$ cat src/rtl/ram_defs_pkg.sv
// Shared RAM block definitions: default data/address widths, response depth,
// post-reset drain window and a counter-width helper.
package ram_defs_pkg;

  localparam int unsigned RAM_WIDTH_DEF = 64;
  localparam int unsigned ADDR_SIZE_DEF = 12;
  localparam int unsigned RSP_DEPTH_DEF = 4;

  // Cycles after reset release during which stray RAM returns are silently dropped.
  localparam int unsigned DRAIN_CYCLES = 2;

  // Bits needed to hold a count in the range 0..max_val.
  function automatic int unsigned cnt_width(input int unsigned max_val);
    return $clog2(max_val + 1);
  endfunction

endpackage

$ cat src/rtl/rsp_fifo.sv
// Synchronous first-word-fall-through FIFO for read responses.
// Ports:
//   clk, rst        clock, synchronous active-high reset (empties the FIFO)
//   push, push_data write side; a push while full is taken only with a pop
//   pop             removes the head; ignored when empty
//   valid, head     FIFO not empty / current head word
//   count           number of stored words (0..DEPTH)
// A push into an empty FIFO becomes visible on the following cycle (no bypass).
module rsp_fifo
  import ram_defs_pkg::*;
#(
  parameter int unsigned WIDTH = RAM_WIDTH_DEF,
  parameter int unsigned DEPTH = RSP_DEPTH_DEF
) (
  input  logic                          clk,
  input  logic                          rst,
  input  logic                          push,
  input  logic [WIDTH-1:0]              push_data,
  input  logic                          pop,
  output logic                          valid,
  output logic [WIDTH-1:0]              head,
  output logic [cnt_width(DEPTH)-1:0]   count
);

  localparam int unsigned PTR_W = (DEPTH > 1) ? $clog2(DEPTH) : 1;
  localparam int unsigned CNT_W = cnt_width(DEPTH);

  logic [WIDTH-1:0] mem [DEPTH];
  logic [PTR_W-1:0] wr_ptr;
  logic [PTR_W-1:0] rd_ptr;
  logic             do_push;
  logic             do_pop;

  // Pop only real data; a full FIFO still accepts a push that coincides with a pop.
  assign do_pop  = pop && (count != '0);
  assign do_push = push && ((count != CNT_W'(DEPTH)) || do_pop);

  assign valid = (count != '0);
  assign head  = mem[rd_ptr];

  // Pointer and occupancy tracking.
  always_ff @(posedge clk) begin
    if (rst) begin
      wr_ptr <= '0;
      rd_ptr <= '0;
      count  <= '0;
    end else begin
      if (do_push) wr_ptr <= wr_ptr + PTR_W'(1);
      if (do_pop)  rd_ptr <= rd_ptr + PTR_W'(1);
      case ({do_push, do_pop})
        2'b10:   count <= count + CNT_W'(1);
        2'b01:   count <= count - CNT_W'(1);
        default: count <= count;
      endcase
    end
  end

  // Storage array; contents need no reset since valid gates them.
  always_ff @(posedge clk) begin
    if (do_push) mem[wr_ptr] <= push_data;
  end

endmodule

$ cat src/rtl/ram_access_ctrl.sv
// Request/response front end for a single-port-per-direction RAM.
// Ports:
//   clk, rst                                 clock, synchronous active-high reset
//   wr_req_valid/ready/addr/data             write request handshake
//   rd_req_valid/ready/addr                  read request handshake
//   rd_rsp_valid/ready/data                  in-order read responses (FWFT)
//   ram_data_in, ram_wr_address, ram_write   registered RAM write strobe/bus
//   ram_rd_address, ram_read                 registered RAM read strobe/bus
//   ram_data_out, ram_data_valid             RAM read return (any latency)
//   err_spurious                             sticky: RAM data with no read pending
module ram_access_ctrl
  import ram_defs_pkg::*;
#(
  parameter int unsigned RAM_WIDTH = RAM_WIDTH_DEF,
  parameter int unsigned ADDR_SIZE = ADDR_SIZE_DEF,
  parameter int unsigned RSP_DEPTH = RSP_DEPTH_DEF
) (
  input  logic                 clk,
  input  logic                 rst,
  input  logic                 wr_req_valid,
  output logic                 wr_req_ready,
  input  logic [ADDR_SIZE-1:0] wr_req_addr,
  input  logic [RAM_WIDTH-1:0] wr_req_data,
  input  logic                 rd_req_valid,
  output logic                 rd_req_ready,
  input  logic [ADDR_SIZE-1:0] rd_req_addr,
  output logic                 rd_rsp_valid,
  input  logic                 rd_rsp_ready,
  output logic [RAM_WIDTH-1:0] rd_rsp_data,
  output logic [RAM_WIDTH-1:0] ram_data_in,
  output logic [ADDR_SIZE-1:0] ram_wr_address,
  output logic [ADDR_SIZE-1:0] ram_rd_address,
  output logic                 ram_write,
  output logic                 ram_read,
  input  logic [RAM_WIDTH-1:0] ram_data_out,
  input  logic                 ram_data_valid,
  output logic                 err_spurious
);

  localparam int unsigned CNT_W   = cnt_width(RSP_DEPTH);
  localparam int unsigned SUM_W   = CNT_W + 1;
  localparam int unsigned DRAIN_W = cnt_width(DRAIN_CYCLES);

  logic               wr_fire;
  logic               rd_fire;
  logic               raw_hazard;
  logic               credit_ok;
  logic               rsp_push;
  logic               rsp_pop;
  logic [CNT_W-1:0]   outstanding;
  logic [CNT_W-1:0]   fifo_count;
  logic [SUM_W-1:0]   committed;
  logic [DRAIN_W-1:0] drain_cnt;

  assign wr_req_ready = !rst;
  assign wr_fire      = wr_req_valid && wr_req_ready;

  // Hold a read while a write to the same address is being accepted now or is
  // on the RAM write port this cycle, so the read never sees stale data.
  assign raw_hazard = (wr_fire && (rd_req_addr == wr_req_addr)) ||
                      (ram_write && (rd_req_addr == ram_wr_address));

  // Every slot already spoken for: queued, in the RAM, or strobing right now.
  assign committed = SUM_W'(fifo_count) + SUM_W'(outstanding) + SUM_W'(ram_read);
  assign credit_ok = (committed < SUM_W'(RSP_DEPTH));

  assign rd_req_ready = !rst && credit_ok && !raw_hazard;
  assign rd_fire      = rd_req_valid && rd_req_ready;

  assign rsp_push = ram_data_valid && (outstanding != '0);
  assign rsp_pop  = rd_rsp_valid && rd_rsp_ready;

  // RAM strobes and buses: one-cycle pulse the cycle after acceptance.
  always_ff @(posedge clk) begin
    if (rst) begin
      ram_write      <= 1'b0;
      ram_read       <= 1'b0;
      ram_wr_address <= '0;
      ram_rd_address <= '0;
      ram_data_in    <= '0;
    end else begin
      ram_write <= wr_fire;
      ram_read  <= rd_fire;
      if (wr_fire) begin
        ram_wr_address <= wr_req_addr;
        ram_data_in    <= wr_req_data;
      end
      if (rd_fire) ram_rd_address <= rd_req_addr;
    end
  end

  // Reads issued to the RAM whose data has not yet returned.
  always_ff @(posedge clk) begin
    if (rst) begin
      outstanding <= '0;
    end else begin
      case ({ram_read, rsp_push})
        2'b10:   outstanding <= outstanding + CNT_W'(1);
        2'b01:   outstanding <= outstanding - CNT_W'(1);
        default: outstanding <= outstanding;
      endcase
    end
  end

  // Returns from reads issued before a reset may still arrive; ignore them briefly.
  always_ff @(posedge clk) begin
    if (rst) begin
      drain_cnt <= DRAIN_W'(DRAIN_CYCLES);
    end else if (drain_cnt != '0) begin
      drain_cnt <= drain_cnt - DRAIN_W'(1);
    end
  end

  // Sticky flag for RAM data nobody asked for.
  always_ff @(posedge clk) begin
    if (rst) begin
      err_spurious <= 1'b0;
    end else if (ram_data_valid && (outstanding == '0) && (drain_cnt == '0)) begin
      err_spurious <= 1'b1;
    end
  end

  rsp_fifo #(
    .WIDTH (RAM_WIDTH),
    .DEPTH (RSP_DEPTH)
  ) u_rsp_fifo (
    .clk       (clk),
    .rst       (rst),
    .push      (rsp_push),
    .push_data (ram_data_out),
    .pop       (rsp_pop),
    .valid     (rd_rsp_valid),
    .head      (rd_rsp_data),
    .count     (fifo_count)
  );

endmodule

$ cat config.mk
export PLATFORM = sky130hd
export DESIGN_NAME = ram_access_ctrl
export DESIGN_NICKNAME = d
export VERILOG_FILES = /design/src/rtl/ram_defs_pkg.sv /design/src/rtl/rsp_fifo.sv /design/src/rtl/ram_access_ctrl.sv
export SDC_FILE = /design/constraint.sdc
export NUM_CORES = 1
export LEC_CHECK = 0
export BUFFER_PORTS_ARGS = -buffer_cell sky130_fd_sc_hd__buf_2
export CAP_MARGIN = 20
export CORE_ASPECT_RATIO = 0.6
export CORE_MARGIN = 1
export CORE_UTILIZATION = 53
export DETAILED_ROUTE_END_ITERATION = 8
export PLACE_DENSITY = 0.85
export SYNTH_ARGS = -nofsm -noshare
export SYNTH_HDL_FRONTEND = slang
export SYNTH_SLANG_ARGS = --single-unit
$ cat constraint.sdc
create_clock -name clk -period 3.7 [get_ports clk]
set_input_delay 0.74 -clock clk [delete_from_list [all_inputs] [get_ports clk]]
set_output_delay 0.74 -clock clk [all_outputs]
set_load 0.05 [all_outputs]
==> results.yml <==
timing:
  rsz0062_at_grt: "false"
  slew_headroom_pct: 37.0
  fin_hold_ws_ns: 0.393
  finalMaxSlewViolations: 0
  worst_slack_ns: 0.623
  max_freq_mhz: 325
  tightest_slew_ns: 0.945
  post-route-period-util_pct: 83.1
  fin_crit_ns: 3.08
  final-setup-viol-count: 0
  finalSetupTns_ns: 0
  finalClockSkew_ns: 0.0239
  hold_violations: 0
synth:
  yosysTopAreaCell: "edfxtp_1"
  netlist_instances: 762
  synthDistinctLibCells: 31
  ys.flop_type: "edfxtp_1"
  synth_edf_count: 256
  synth_nets: 932
  syn_avg_cell_area_um2: 17.6
  netlist_top_cells_area: "edfxtp_1, dfxtp_1, mux4_2, mux2i_1, nor2_1"
  ys_warn_count: 0
  ys_seq_area_share_pct: 72.8
  yosysTopAreaCellShare_pct: 57.2
  synthArstFlopShare_pct: 0
  syn-cell-area_um2: 13400
  synth_most_common_cell: "edfxtp_1"
  yosys_register_bits: 361
  synth_common_cells: "edfxtp_1, dfxtp_1, mux2i_1, nor2_1, mux4_2"
power_and_ir_drop:
  power_density_nw_per_um2: 694
  max-vdd-ir-drop_uv: 500
  p_leak_nw: 6.39
critical_path:
  endpoint: "rd_rsp_data[39]"
  r2r_cells: 5
  cpMaxStageDelayCell: "mux4_2"
  path_class: "reg -> out"
  worstPathArrival_ns: 2.34
  r2r_start: "outstanding[1]"
  path_cells: "buf_4 -> mux4_2 -> buf_2"
  ff2ff_setup_slack_ns: 1.35
  start_kind: "flop"
  cp_max_fo: 17
  worstPathRequired_ns: 2.96
  cpPeakStageDelay_ns: 0.58
  r2r-end: "u_rsp_fifo.mem[2][30]"
  critPathCaptureType: "primary output"
floorplan:
  die_w_um: 208
  core_um2: 24600
  ios: 316
  die_area_um2: 26000
  std_cell_rows: 44
  die_h_um: 125
  start_util_pct: 54.8
cells_and_area:
  synthToLayoutAreaGrowth_pct: 21.9
  nNetsFinal: 1254
  multi_input_area_um2: 3430
  drive_above_1_share_pct: 39.8
  fillCellCount: 1694
  fin_util_pct: 66.8
  regArea_um2: 9790
route:
  drt_wl_total_um: 27600
  via_per_inst: 5.28
  wl_met2_um: 13000
  drtAntennaViolNets: 0
  wl_met3_um: 1680
  drtPass1Iterations: 5
  routedWlPerCell_um: 19.2
  wl_met1_um: 12300
  num_vias: 7583
  top_layer: "met5"
  drcViolationCount: 0
  drtIter0Drc: 572
grt:
  grtUsageTotal_pct: 21.1
  grt_pass1_vias: 7660
  antenna_found_initial: 5
  grt_overflow: 0
  grt_pass1_wl_um: 42200
  grt_start_max_net_pins: 65
cts:
  numClockSinks: 361
  h-tree-depth: 1
  cts_setup_buffers: 0
  clk_pin_slew_ns: 0.06
  clk_latency_ns: 0.56
  ctsRootBufferMaster: "clkbuf_16"
  holdBufCountCts: 0
  cts_tree: "built"
  ctsResizeCount: 0
  clk_path_buf_depth: 3
  cts_made_buffers: 30
outcome:
  status: "complete, no violations"
hold_path:
  hold_class: "in -> reg"
flow_run:
  cap_viol_max_count: 0
place:
  dp_slack_ns: 0.988
  hpwlAfterDp_um: 18300
  place_congestion: 0.914
  io_buffers: 315
==> cells in the final DEF (no fill, tap or decap), drive strengths merged, types with 4 or more instances in the layout <==
master  instances
nand2          28
dfxtp         105
nand4           4
xnor2          26
mux4           64
a21oi           5
and2            5
edfxtp        256
inv            17
buf           327
clkbuf         42
diode           5
clkinv         10
ha             10
nor2           89
xor2            6
mux2i          89
==> report_power, final <==
part	internal, mW	switching, mW
clock	1.67	1.37
sequential	4.78	0.188
combinational	1.04	2.33
total	7.49	3.89
==> metrics by stage <==
| stage | power [mW] | cell area, um2 | std cells |
|---|---|---|---|
| after floorplan | 7.60 | 13400 | 762 |
| after global placement | 8.38 | 15400 | 1374 |
| after detailed placement | 8.46 | 15400 | 1374 |
| after CTS | 11.5 | 16400 | 1430 |
| after global routing | 11.8 | 16400 | 1432 |
| final | 11.4 | 16400 | 1435 |
==> how the worst min path moves through the flow <==
stage | slack, ns | endpoint | cells past startpoint | from
floorplan | 0.48 | outstanding[2] | 2 | outstanding[2]
global placement | 0.44 | ram_rd_address[2] | 2 | ram_rd_address[2]
detailed placement | 0.46 | ram_rd_address[2] | 2 | ram_rd_address[2]
CTS | 0.37 | u_rsp_fifo.mem[0][14] | 1 | ram_data_out[14]
global route | 0.37 | u_rsp_fifo.mem[3][14] | 1 | ram_data_out[14]
finish | 0.39 | u_rsp_fifo.mem[2][18] | 1 | ram_data_out[18]
==> state kept, by name, indices dropped and copies added, names as in the netlist, named ones only <==
| register | flops |
|---|---|
| u_rsp_fifo.mem | 256 |
| ram_data_in | 64 |
| ram_rd_address | 12 |
| ram_wr_address | 12 |
| outstanding | 3 |
| u_rsp_fifo.count | 3 |
| drain_cnt | 2 |
| u_rsp_fifo.rd_ptr | 2 |
| u_rsp_fifo.wr_ptr | 2 |
| err_spurious | 1 |
| ram_read | 1 |
| ram_write | 1 |
==> critical path: cells and delay by family, from the launching register on <==
kind,cells,cell delay (ns)
buf+inv,2,0.62
flops,1,0.57
mux,1,0.58
==> routing by layer <==
metal / GRT usage, % / vias up
li1: - / 3511
met1: 30.2 / 3779
met2: 33.4 / 247
met3: 4.30 / 44
met4: 5.40 / 2
met5: 0 / -
==> cell families (layout without fill, tap and decap cells) <==
family	Yosys count	after routing	synth area share [%]
and+or+nand+nor	139	139	4.31
AOI/OAI and AO/OA	10	10	0.428
buffers and inverters	54	400	1.72
other	0	5	0
xor gates and xnor gates	32	32	2.08
adders and majority gates	12	12	1.23
muxes	154	154	17.4
DFF	361	361	72.8
==> final cells by class <==
type	instances	share of cell area [%]
diodes	5	0.0763
clock buffers	42	4.92
clock inverters	14	0.832
inverters	17	0.389
multi-input cells	347	20.9
flip-flops and latches	361	59.8
well taps	322	2.46
repair buffers	327	10.6
Power figures use the tool's default switching activity.
